--- src/rtl/fifo_rd_fwft.sv ---
//-----------------------------------------------------------------------------
// fifo_rd_fwft
//
// Read-side output stage of the dual-clock FIFO (r_clk domain). It issues
// pops to the read-pointer block and captures the RAM word one cycle later.
// The word is then presented as a first-word-fall-through valid/ready stream
// through a two-entry buffer (head + skid). The stage sustains one word per
// cycle, with no bubbles, drops or duplicates.
//
// Parameters
//   DATA_WIDTH  width of a FIFO word
//   ADDR_WIDTH  FIFO address width (depth 2^ADDR_WIDTH). This parameter
//               exists only when FIFO_RD_LEVEL_EN is defined, because
//               nothing else in the stage depends on the FIFO depth.
//
// Ports
//   r_clk       read-domain clock
//   r_rstn      asynchronous active-low reset
//   fifo_empty  FIFO has no word to pop this cycle
//   fifo_rdata  RAM read data, valid in the cycle after a pop
//   fifo_ren    pop request; a pop happens when fifo_ren & ~fifo_empty
//   m_valid     m_data holds a valid word (registered)
//   m_ready     downstream accepts the word when m_valid is high
//   m_data      head word (registered)
//
// Optional feature (macro FIFO_RD_LEVEL_EN)
//   rq2_wptr    synchronized Gray write pointer
//   rptr_gray   registered Gray read pointer
//   r_level     registered count of words available to the reader,
//               including the words held or in flight in this stage
//-----------------------------------------------------------------------------
module fifo_rd_fwft #(
   parameter int DATA_WIDTH = 8
`ifdef FIFO_RD_LEVEL_EN
  ,parameter int ADDR_WIDTH = 4
`endif
) (
   input  logic                  r_clk,
   input  logic                  r_rstn,
   input  logic                  fifo_empty,
   input  logic [DATA_WIDTH-1:0] fifo_rdata,
   output logic                  fifo_ren,
   output logic                  m_valid,
   input  logic                  m_ready,
   output logic [DATA_WIDTH-1:0] m_data
`ifdef FIFO_RD_LEVEL_EN
  ,input  logic [ADDR_WIDTH:0]   rq2_wptr,
   input  logic [ADDR_WIDTH:0]   rptr_gray,
   output logic [ADDR_WIDTH+1:0] r_level
`endif
);

   logic                  head_v_r, head_v_n_s;
   logic [DATA_WIDTH-1:0] head_d_r, head_d_n_s;
   logic                  skid_v_r, skid_v_n_s;
   logic [DATA_WIDTH-1:0] skid_d_r, skid_d_n_s;
   logic                  inflight_r;
   logic [1:0]            fill_s;
   logic                  accept_s;
   logic                  pop_s;

   // Words held plus the word in flight; never exceeds 2, so an arriving word
   // always finds a free slot.
   assign fill_s   = {1'b0, head_v_r} + {1'b0, skid_v_r} + {1'b0, inflight_r};
   assign accept_s = head_v_r & m_ready;

   // The path from m_ready to fifo_ren is combinational on purpose. Without it,
   // a full buffer would lose a cycle after backpressure releases.
   assign fifo_ren = ~fifo_empty & ((fill_s < 2'd2) | accept_s);
   assign pop_s    = fifo_ren & ~fifo_empty;

   assign m_valid  = head_v_r;
   assign m_data   = head_d_r;

   // Next-state routing of the head and skid entries for arrivals and accepts
   always_comb begin
      head_v_n_s = head_v_r;
      head_d_n_s = head_d_r;
      skid_v_n_s = skid_v_r;
      skid_d_n_s = skid_d_r;
      if (inflight_r) begin
         if (!head_v_r || (accept_s && !skid_v_r)) begin
            // head free, or free after this accept: word lands in the head
            head_v_n_s = 1'b1;
            head_d_n_s = fifo_rdata;
         end else if (accept_s) begin
            // head leaves, skid moves forward, new word refills the skid
            head_d_n_s = skid_d_r;
            skid_d_n_s = fifo_rdata;
         end else begin
            // head held: the word parks in the skid
            skid_v_n_s = 1'b1;
            skid_d_n_s = fifo_rdata;
         end
      end else if (accept_s) begin
         if (skid_v_r) begin
            head_d_n_s = skid_d_r;
            skid_v_n_s = 1'b0;
         end else begin
            head_v_n_s = 1'b0;
         end
      end else begin
         head_v_n_s = head_v_r;
      end
   end

   // Buffer and in-flight state registers
   always_ff @(posedge r_clk or negedge r_rstn) begin
      if (!r_rstn) begin
         head_v_r   <= 1'b0;
         head_d_r   <= {DATA_WIDTH{1'b0}};
         skid_v_r   <= 1'b0;
         skid_d_r   <= {DATA_WIDTH{1'b0}};
         inflight_r <= 1'b0;
      end else begin
         head_v_r   <= head_v_n_s;
         head_d_r   <= head_d_n_s;
         skid_v_r   <= skid_v_n_s;
         skid_d_r   <= skid_d_n_s;
         inflight_r <= pop_s;
      end
   end

`ifdef FIFO_RD_LEVEL_EN
   // Gray-to-binary conversion of a pointer
   function automatic logic [ADDR_WIDTH:0] gray2bin(input logic [ADDR_WIDTH:0] g);
      logic [ADDR_WIDTH:0] b;
      b[ADDR_WIDTH] = g[ADDR_WIDTH];
      for (int i = ADDR_WIDTH - 1; i >= 0; i--) begin
         b[i] = b[i+1] ^ g[i];
      end
      return b;
   endfunction

   logic [ADDR_WIDTH:0]   ptr_diff_s;
   logic [ADDR_WIDTH+1:0] level_n_s;

   // Pointer difference is taken modulo 2^(ADDR_WIDTH+1), so it wraps across
   // the pointer MSB without any special handling.
   assign ptr_diff_s = gray2bin(rq2_wptr) - gray2bin(rptr_gray);
   assign level_n_s  = {1'b0, ptr_diff_s} + {{ADDR_WIDTH{1'b0}}, fill_s};

   // Registered reader-visible level
   always_ff @(posedge r_clk or negedge r_rstn) begin
      if (!r_rstn) begin
         r_level <= {(ADDR_WIDTH+2){1'b0}};
      end else begin
         r_level <= level_n_s;
      end
   end
`endif

endmodule

--- config.mk ---
export PLATFORM = sky130hd
export DESIGN_NAME = fifo_rd_fwft
export DESIGN_NICKNAME = d
export VERILOG_FILES = /design/src/rtl/fifo_rd_fwft.sv
export SDC_FILE = /design/constraint.sdc
export NUM_CORES = 1
export LEC_CHECK = 0
export ABC_AREA = 0
export CORE_UTILIZATION = 49
export CTS_BUF_LIST = sky130_fd_sc_hd__clkbuf_8
export CTS_CLUSTER_SIZE = 20
export DETAILED_ROUTE_END_ITERATION = 7
export GPL_ROUTABILITY_DRIVEN = 0
export GPL_TIMING_DRIVEN = 0
export PLACE_DENSITY = 0.8
export SYNTH_ARGS = -nofsm -noshare
export SYNTH_HDL_FRONTEND = slang
export SYNTH_SLANG_ARGS = --single-unit
--- constraint.sdc ---
create_clock -name r_clk -period 1.71 [get_ports r_clk]
set_input_delay 0.2565 -clock r_clk [delete_from_list [all_inputs] [get_ports r_clk]]
set_output_delay 0.2565 -clock r_clk [all_outputs]
set_load 0.01 [all_outputs]
# Word-level counts from Yosys, hierarchy flattened
# Cells that the tools add are included.
# Widths: inputs -> output; s select.
totals:
  output_inout_bits: 10
  elab_cells: 42
  register_bits: 19
  inputBits: 12
classes:
  mux: 13
  add_sub_neg: 2
  bitwise: 6
  reduce_logical: 11
  n_eq_ne: 4
  magnitude_cmp: 1
op_table:
  columns: ["cell", "n"]
  rows:
  - ["$mux 8", 5]
  - ["$reduce_and 3->1", 3]
  - ["$mux 1", 8]
  - ["$reduce_bool 2->1", 3]
  - ["$ne 2x1->1 const B", 2]
  - ["$ne 2x2->1 const B", 2]
  - ["$and 1x1->1", 3]
  - ["$add 1x1->2", 1]
  - ["$add 2x1->2", 1]
  - ["$logic_not 1->1", 2]
  - ["$lt 2x2->1 const B", 1]
  - ["$not 1->1", 2]
  - ["$reduce_and 2->1", 1]
  - ["$logic_and 1x1->1", 1]
  - ["$logic_or 1x1->1", 1]
  - ["$or 1x1->1", 1]

# Depth between registers and ports, before layout
# Gate-level depths: netlist of run 1.
depth:
  depth_word: 6
  ltp_mapped: 4
  depth_no_buf: 4

# Worst setup path after synthesis of run 1
# No wires, ideal clock.
synth_path:
  kind: "register to register"
  startpoint: "register inflight_r"
  endpoint: "register head_d_r[0] (netlist: m_data[0])"
  path_buffers: 0
  t_arrival_ns: 1.335
  setup_time_ns: 0.125
  t_required_ns: 1.585
  period_less_slack_ns: 1.460
  path_slack_ns: 0.250
  stages_incl_launch_ff: 4
  path_cell_list: "dfrtp_1 -> o211ai_4 -> mux2_1 -> mux2_2"
synth_via:
  elab_chain_len: 2
  word_cells_on_any_way: 4
  cone_classes: "1 x mux; 3 x reduce/logical"
synth_rtl:
  columns: ["element", "line", "text"]
  rows:
  - ["start: declaration", "57", "logic inflight_r;"]
  - ["start signal: assignment", "120", "inflight_r <= pop_s;"]
  - ["$reduce_bool 2->1 (no source line)", null, null]
  - ["$reduce_and 3->1 (no source line)", null, null]
  - ["end signal: assignment", "111", "head_d_r <= {DATA_WIDTH{1'b0}};"]
  - ["end signal: assignment", "117", "head_d_r <= head_d_n_s;"]
  - ["end: declaration", "54", "logic [DATA_WIDTH-1:0] head_d_r, head_d_n_s;"]
# Parallel ways exist; a longest one is shown, timed or not.
# A chain may end at the register's enable or synchronous reset.

# Worst setup path in the final report of run 1
layout_path:
  startpoint: "register inflight_r"
  endpoint: "register head_d_r[3] (netlist: m_data[3])"
# Same word-level chain as after synthesis.

==> summary.md, run 1 <==
| Metric | Value |
|---|---|
| Outcome | finished, violations left |
| Failing checks | DRC |
| Post-cts hold buffer count | 0 |
| #FFs+latches synth | 19 |
| CTS tree | done |
| Clk_skew | 0.000828 ns |
| Global route overflow | 0 |
| Share of the synthesized area in the top cell type | 0.563 |
| Hold crit path type | in -> async |
| Placed inst area | 1070 um^2 |
| Synthesis-to-layout area growth | 38.2% |
| Final worst slack | 0.0552 ns |
| Starting Density | 0.542 |
| Setup violators final | 0 |
| First-pass detailed-route iteration total | 5 |
| Crit-path cells | buf_4 > o211ai_4 > mux2_1 > mux2_2 |
| Seq/Total Area, Yosys | 0.563 |
| Max VDD drop | 1.10 mV |
| # clock sinks | 19 |
| Post-Route WL | ~1.5 mm |
| DR DRC count | 6 |
| Ant diodes | 0 |
| Ys Warns | 0 |
| H-tree levels | 1 |
| Vias post-DR | 571 |
| DIE HEIGHT | 43.5 um |
| Nets | 101 |
| Yosys cell types | 14 |
| Avg WL per Cell | between 10 and 15 um |
| IO buf count | 21 |
| Final core occ | 0.749 |
| Vias in the first global route | approximately 560 |
| Max-cap violations | 0 |
| Core footprint | about 1600 um^2 |
| Die area | 1890 um^2 |
| Fin. max-slew vios | 0 |
| Largest net degree at the start of global routing | 20 |
| Pwr Total | 2.12 mW |
| Largest delay share family, worst path | multiplexers |
| DR iter-0 viols | 8 |
| Initial antenna violation count | 0 |
| Critical Path RT | 1.85 ns |
| Mapped cell area | 845 um^2 |
| CP Depth | 4 |
| Die extent in x | 43.5 um |
| Worst EP arrival | about 1.8 ns |
| DP HPWL | around 970 um |
| Worst slack at placement | -0.196 ns |
| RSZ-0062 raised after global routing | true |
| Clock root buffer | clkbuf_8 |
| Max stage delay on crit path | about 0.40 ns |
| Share of cells above drive strength 1 | 0.345 |
| Critical path buffer and inverter count | 1 |
| CP Max Fanout | 8 |
| Total Routing Usage GR | 0.187 |
| Vias per cell | 5.54 |
| Cells after synthesis | 57 |
| Max-slew headroom | 0.449 |
| Area contributors post-synth | dfrtp_1, mux2_2, mux2_1 |
| Num rows | 14 |
| CTS buffer count | 3 |
| Worst path slowest cell | dfrtp_2 |
| Worst Tran Pin Value | 0.824 ns |
| PwrDens | 1820 nW/um^2 |
| FMAX | 604 MHz |
| Final Instance Area | 1170 um^2 |
| Worst setup path class | reg -> reg |
| Crit end category | register |
| Leakage | 0.494 nW |
| Post-Syn Nets | 70 |
| Min cycle time layout | 1.65 ns |
| Reg clk slew, reported paths | 0.07 ns |
| First-pass GRT wire length | 2.44 mm |
| Clk_lat worst skew | 0.25 ns |
| I/O pins | 22 |
| Reg2Reg Depth | 4 |
| Total of fill cells in the finished design | 109 |
| Remaining antenna violation count after routing | 0 |
| Largest area contributor in the synthesized netlist | dfrtp_1 |
| Deepest clock path buffer count | 2 |
| Final Hold Fails | 0 |
| Tcrit/Tclk final | 0.968 |
| Startpoint types | register |
| Syn Area/Cell | around 15 um^2 |
## state kept, by name, indices dropped and copies added, names as in the netlist
signal,flops
inflight_r,1
m_data,8
m_valid,1
skid_d_r,8
skid_v_r,1
## synth_stat cells
library cell and count:
o21ai_2 1, mux2_1 8, nor2b_1 1, ha_1 1, mux2_2 16, nand2_1 1, o211ai_4 1, a21oi_1 3
inv_1 1, o21bai_1 1, nor2_1 1, dfrtp_1 19, o21ai_0 2, nor2_2 1
## final timing paths
kind | endpoint | slack, ns | startpoint
max | m_data[3]$_DFFE_PN0P_ | 0.06 | inflight_r$_DFF_PN0_
min | skid_d_r[0]$_DFFE_PN0P_ | 0.48 | r_rstn
max reg2reg | m_data[3]$_DFFE_PN0P_ | 0.06 | inflight_r$_DFF_PN0_
min reg2reg | skid_d_r[6]$_DFFE_PN0P_ | 0.50 | skid_d_r[6]$_DFFE_PN0P_
max in group asynchronous | inflight_r$_DFF_PN0_ | 0.67 | r_rstn
min in group r_clk | skid_d_r[6]$_DFFE_PN0P_ | 0.50 | skid_d_r[6]$_DFFE_PN0P_
## layout by cell type, fill, tap and decap left out, drive strengths merged
cell / count
buf: 6
clkdlybuf4s50: 20
mux2: 24
inv: 2
dfrtp: 19
o21ai: 3
nor2: 2
o211ai: 1
nand2: 1
a21oi: 3
clkbuf: 3
ha: 1
o21bai: 1
nor2b: 1
## worst reg2reg max path: stages (launching register included)
cell and delay, ns:
dfrtp_2 0.40, buf_4 0.17, o211ai_4 0.35, mux2_1 0.36, mux2_2 0.26
## final cells by class
type,count,area (um^2),area share
Multi-Input combinational cell,37,378,0.324
Sequential cell,19,478,0.409
Timing Repair Buffer,26,243,0.208
Inverter,1,3.75,0.00322
Tap cell,16,20.0,0.0171
Clock buffer,3,41.3,0.0354
Clock inverter,1,3.75,0.00322
## per-stage QoR
step / hold WS (ns) / TNS, ns / instances
floorplan: -0.0391 / 0 / 57
global placement: 0.481 / -2.63 / 94
detailed placement: 0.490 / -3.15 / 94
CTS: 0.502 / 0 / 103
global route: 0.515 / -0.0167 / 103
finish: 0.477 / 0 / 103
## power breakdown
part / leakage, nW / internal (mW) / switching [mW]
Clock: 0.0269 / 0.160 / 0.141
Combinational: 0.246 / 0.627 / 0.396
Sequential: 0.221 / 0.685 / 0.116
Total: 0.494 / 1.47 / 0.653
## timing repair
item | 4_1_cts | 5_1_grt
setup endpoints to repair | 1 | 9
gates cloned | 0 | 0
pin swaps | 1 | 2
resized for setup | 6 | 2
buffers inserted | 5 | 0
## metal layers
| metal | share of wire | wire length, um | global-route usage | vias up |
|---|---|---|---|---|
| li1 | - | - | - | 269 |
| met1 | 0.42 | 615 | 0.193 | 281 |
| met2 | 0.50 | 740 | 0.330 | 17 |
| met3 | 0.058 | 85 | 0.0583 | 4 |
| met4 | 0.023 | 34 | 0.113 | 0 |
| met5 | 0 | 0 | 0 | - |
## cell families (layout without fill, tap and decap cells)
kind of cell,Yosys count,in the layout,share of synthesized area
adder cells (fa/ha/maj),1,1,0.0148
AO/OA/AOI/OAI,8,8,0.0741
buffers and inverters,1,31,0.00444
multiplexers,24,24,0.320
flip-flops,19,19,0.563
AND/OR/NAND/NOR,4,4,0.0237
No activity file was read; power rests on OpenSTA's default activity.
==> run 2: changes to the inputs <==
--- a/config.mk
+++ b/config.mk
@@ -6,13 +6,13 @@
 export NUM_CORES = 1
 export LEC_CHECK = 0
 export ABC_AREA = 0
-export CORE_UTILIZATION = 49
+export CORE_UTILIZATION = 45
 export CTS_BUF_LIST = sky130_fd_sc_hd__clkbuf_8
 export CTS_CLUSTER_SIZE = 20
 export DETAILED_ROUTE_END_ITERATION = 7
+export DONT_BUFFER_PORTS = 1
 export GPL_ROUTABILITY_DRIVEN = 0
 export GPL_TIMING_DRIVEN = 0
-export PLACE_DENSITY = 0.8
 export SYNTH_ARGS = -nofsm -noshare
 export SYNTH_HDL_FRONTEND = slang
 export SYNTH_SLANG_ARGS = --single-unit
==> summary.md, run 2 (synthesis results as in run 1) <==
| Metric | Value |
|---|---|
| Worst reg-to-reg setup slack | 0.13 ns |
| FMAX | between 600 and 700 MHz |
| Reg clk slew, reported paths | 0.07 ns |
| Avg WL per Cell | 15.0 um |
| Vias in the first global route | 485 |
| First-pass detailed-route iteration total | 3 |
| DP HPWL | roughly 900 um |
| Die extent in x | approximately 45 um |
| Worst Tran Pin Value | 0.830 ns |
| Vias per cell | 5.13 |
| Ant diodes | 0 |
| Deepest clock path buffer count | 2 |
| H-tree levels | 1 |
| CP Max Fanout | 7 |
| Post-Route WL | 1.31 mm |
| Critical path buffer and inverter count | 0 |
| Placed cell count | 82 |
| Initial antenna violation count | 0 |
| Fin. max-slew vios | 0 |
| Startpoint types | register |
| DIE HEIGHT | roughly 45 um |
| Most common cell after layout, fill and taps aside | dfrtp_1 |
| Clock root buffer | clkbuf_8 |
| Sum Neg Setup Slack | 0 ns |
| Setup violators final | 0 |
| Largest net degree at the start of global routing | 20 |
| CTS buffer count | 3 |
| Pwr Total | 1.83 mW |
| Leakage | 0.390 nW |
| RSZ-0062 raised after global routing | false |
| Hold crit path type | in -> reg |
| DR DRC count | 0 |
| Share of cells above drive strength 1 | 0.435 |
| Worst setup path class | reg -> out |
| Tcrit/Tclk final | 0.949 |
| Max VDD drop | 1.02 mV |
| Final std cells w/o fill | 87 |
| DR iter-0 viols | 2 |
| Num rows | 15 |
| First-pass GRT wire length | 2.19 mm |
| CTS tree | done |
| Clk_lat worst skew | 0.25 ns |
| Nets | 76 |
| Max-slew headroom | 0.445 |
| Crit end category | output pin |
| PwrDens | 1930 nW/um^2 |
| I/O pins | 22 |
| Max-cap violations | 0 |
| Largest delay share family, worst path | flip-flops |
| Total Routing Usage GR | 0.160 |
| # clock sinks | 19 |
| Final core occ | 0.546 |
| Synthesis-to-layout area growth | 12.7% |
| Vias post-DR | 446 |
| Most frequent cells in the layout | dfrtp_1, mux2_2, mux2_1 |
| Die area | 2050 um^2 |
| Clk_skew | 0.000632 ns |
| Outcome | finished clean |
| Worst EP arrival | 1.37 ns |
| Min cycle time layout | roughly 1.6 ns |
| Starting Density | 0.484 |
| Worst path slowest cell | dfrtp_2 |
| Critical Path RT | 1.45 ns |
| Core footprint | 1750 um^2 |
| Remaining antenna violation count after routing | 0 |
| Max stage delay on crit path | 0.48 ns |
| Crit-path cells | ha_4 > a21oi_2 > a21oi_1 > nor2_2 |
| IO buf count | 0 |
| Global route overflow | 0 |
| Final Hold Fails | 0 |
## run 2: metal layers
layer  vias up  part of all wire  global-route usage
li1        215                 -                   -
met1       214              0.45               0.197
met2        15              0.44               0.243
met3         2             0.095              0.0680
met4         0            0.0077              0.0727
met5         -                 0                   0
## run 2: worst paths after layout
path | from | to | cells after the start
setup / recovery | inflight_r$_DFF_PN0_ | fifo_ren | 4
hold / removal | fifo_empty | inflight_r$_DFF_PN0_ | 1
setup reg to reg | inflight_r$_DFF_PN0_ | m_data[2]$_DFFE_PN0P_ | 3
hold reg to reg | skid_d_r[1]$_DFFE_PN0P_ | skid_d_r[1]$_DFFE_PN0P_ | 1
max in group asynchronous | r_rstn | m_valid$_DFFE_PN0P_ | 1
min in group asynchronous | r_rstn | m_data[4]$_DFFE_PN0P_ | 1
## run 2: cell type report
cell class                      count  area [um^2]
Clock buffer                        3         41.3
Clock inverter                      1         3.75
Fill cell                         150          793
Inverter                            1         3.75
Multi-Input combinational cell     37          384
Sequential cell                    19          478
Tap cell                           25         31.3
Timing Repair Buffer                1         10.0
## run 2: report_power, final
part           internal (mW)  switching [mW]
Sequential             0.686           0.229
Clock                  0.159           0.141
Combinational          0.386           0.233
Total                   1.23           0.603
## run 2: worst register-to-register path, cell delays in order, from the launching register on
cell	delay (ns)
dfrtp_2	0.48
o211ai_4	0.37
mux2_1	0.35
mux2_2	0.26
## run 2: stage by stage
step / hold slack [ns] / setup slack [ns] / instance area, um^2
6_report: 0.0767 / 0.0873 / 952
5_1_grt: 0.0718 / 0.00313 / 952
4_1_cts: 0.0836 / 0.00586 / 935
3_5_place_dp: -0.0386 / 0.0865 / 876
3_3_place_gp: -0.0387 / 0.100 / 876
2_1_floorplan: -0.0391 / 0.250 / 845
## run 2: timing repair
action,CTS,global route
setup buffers,0,0
hold endpoints to repair,19,0
endpoints found under the setup margin,1,1
resized for setup,2,3
hold buffers,1,0
pin swaps,0,2
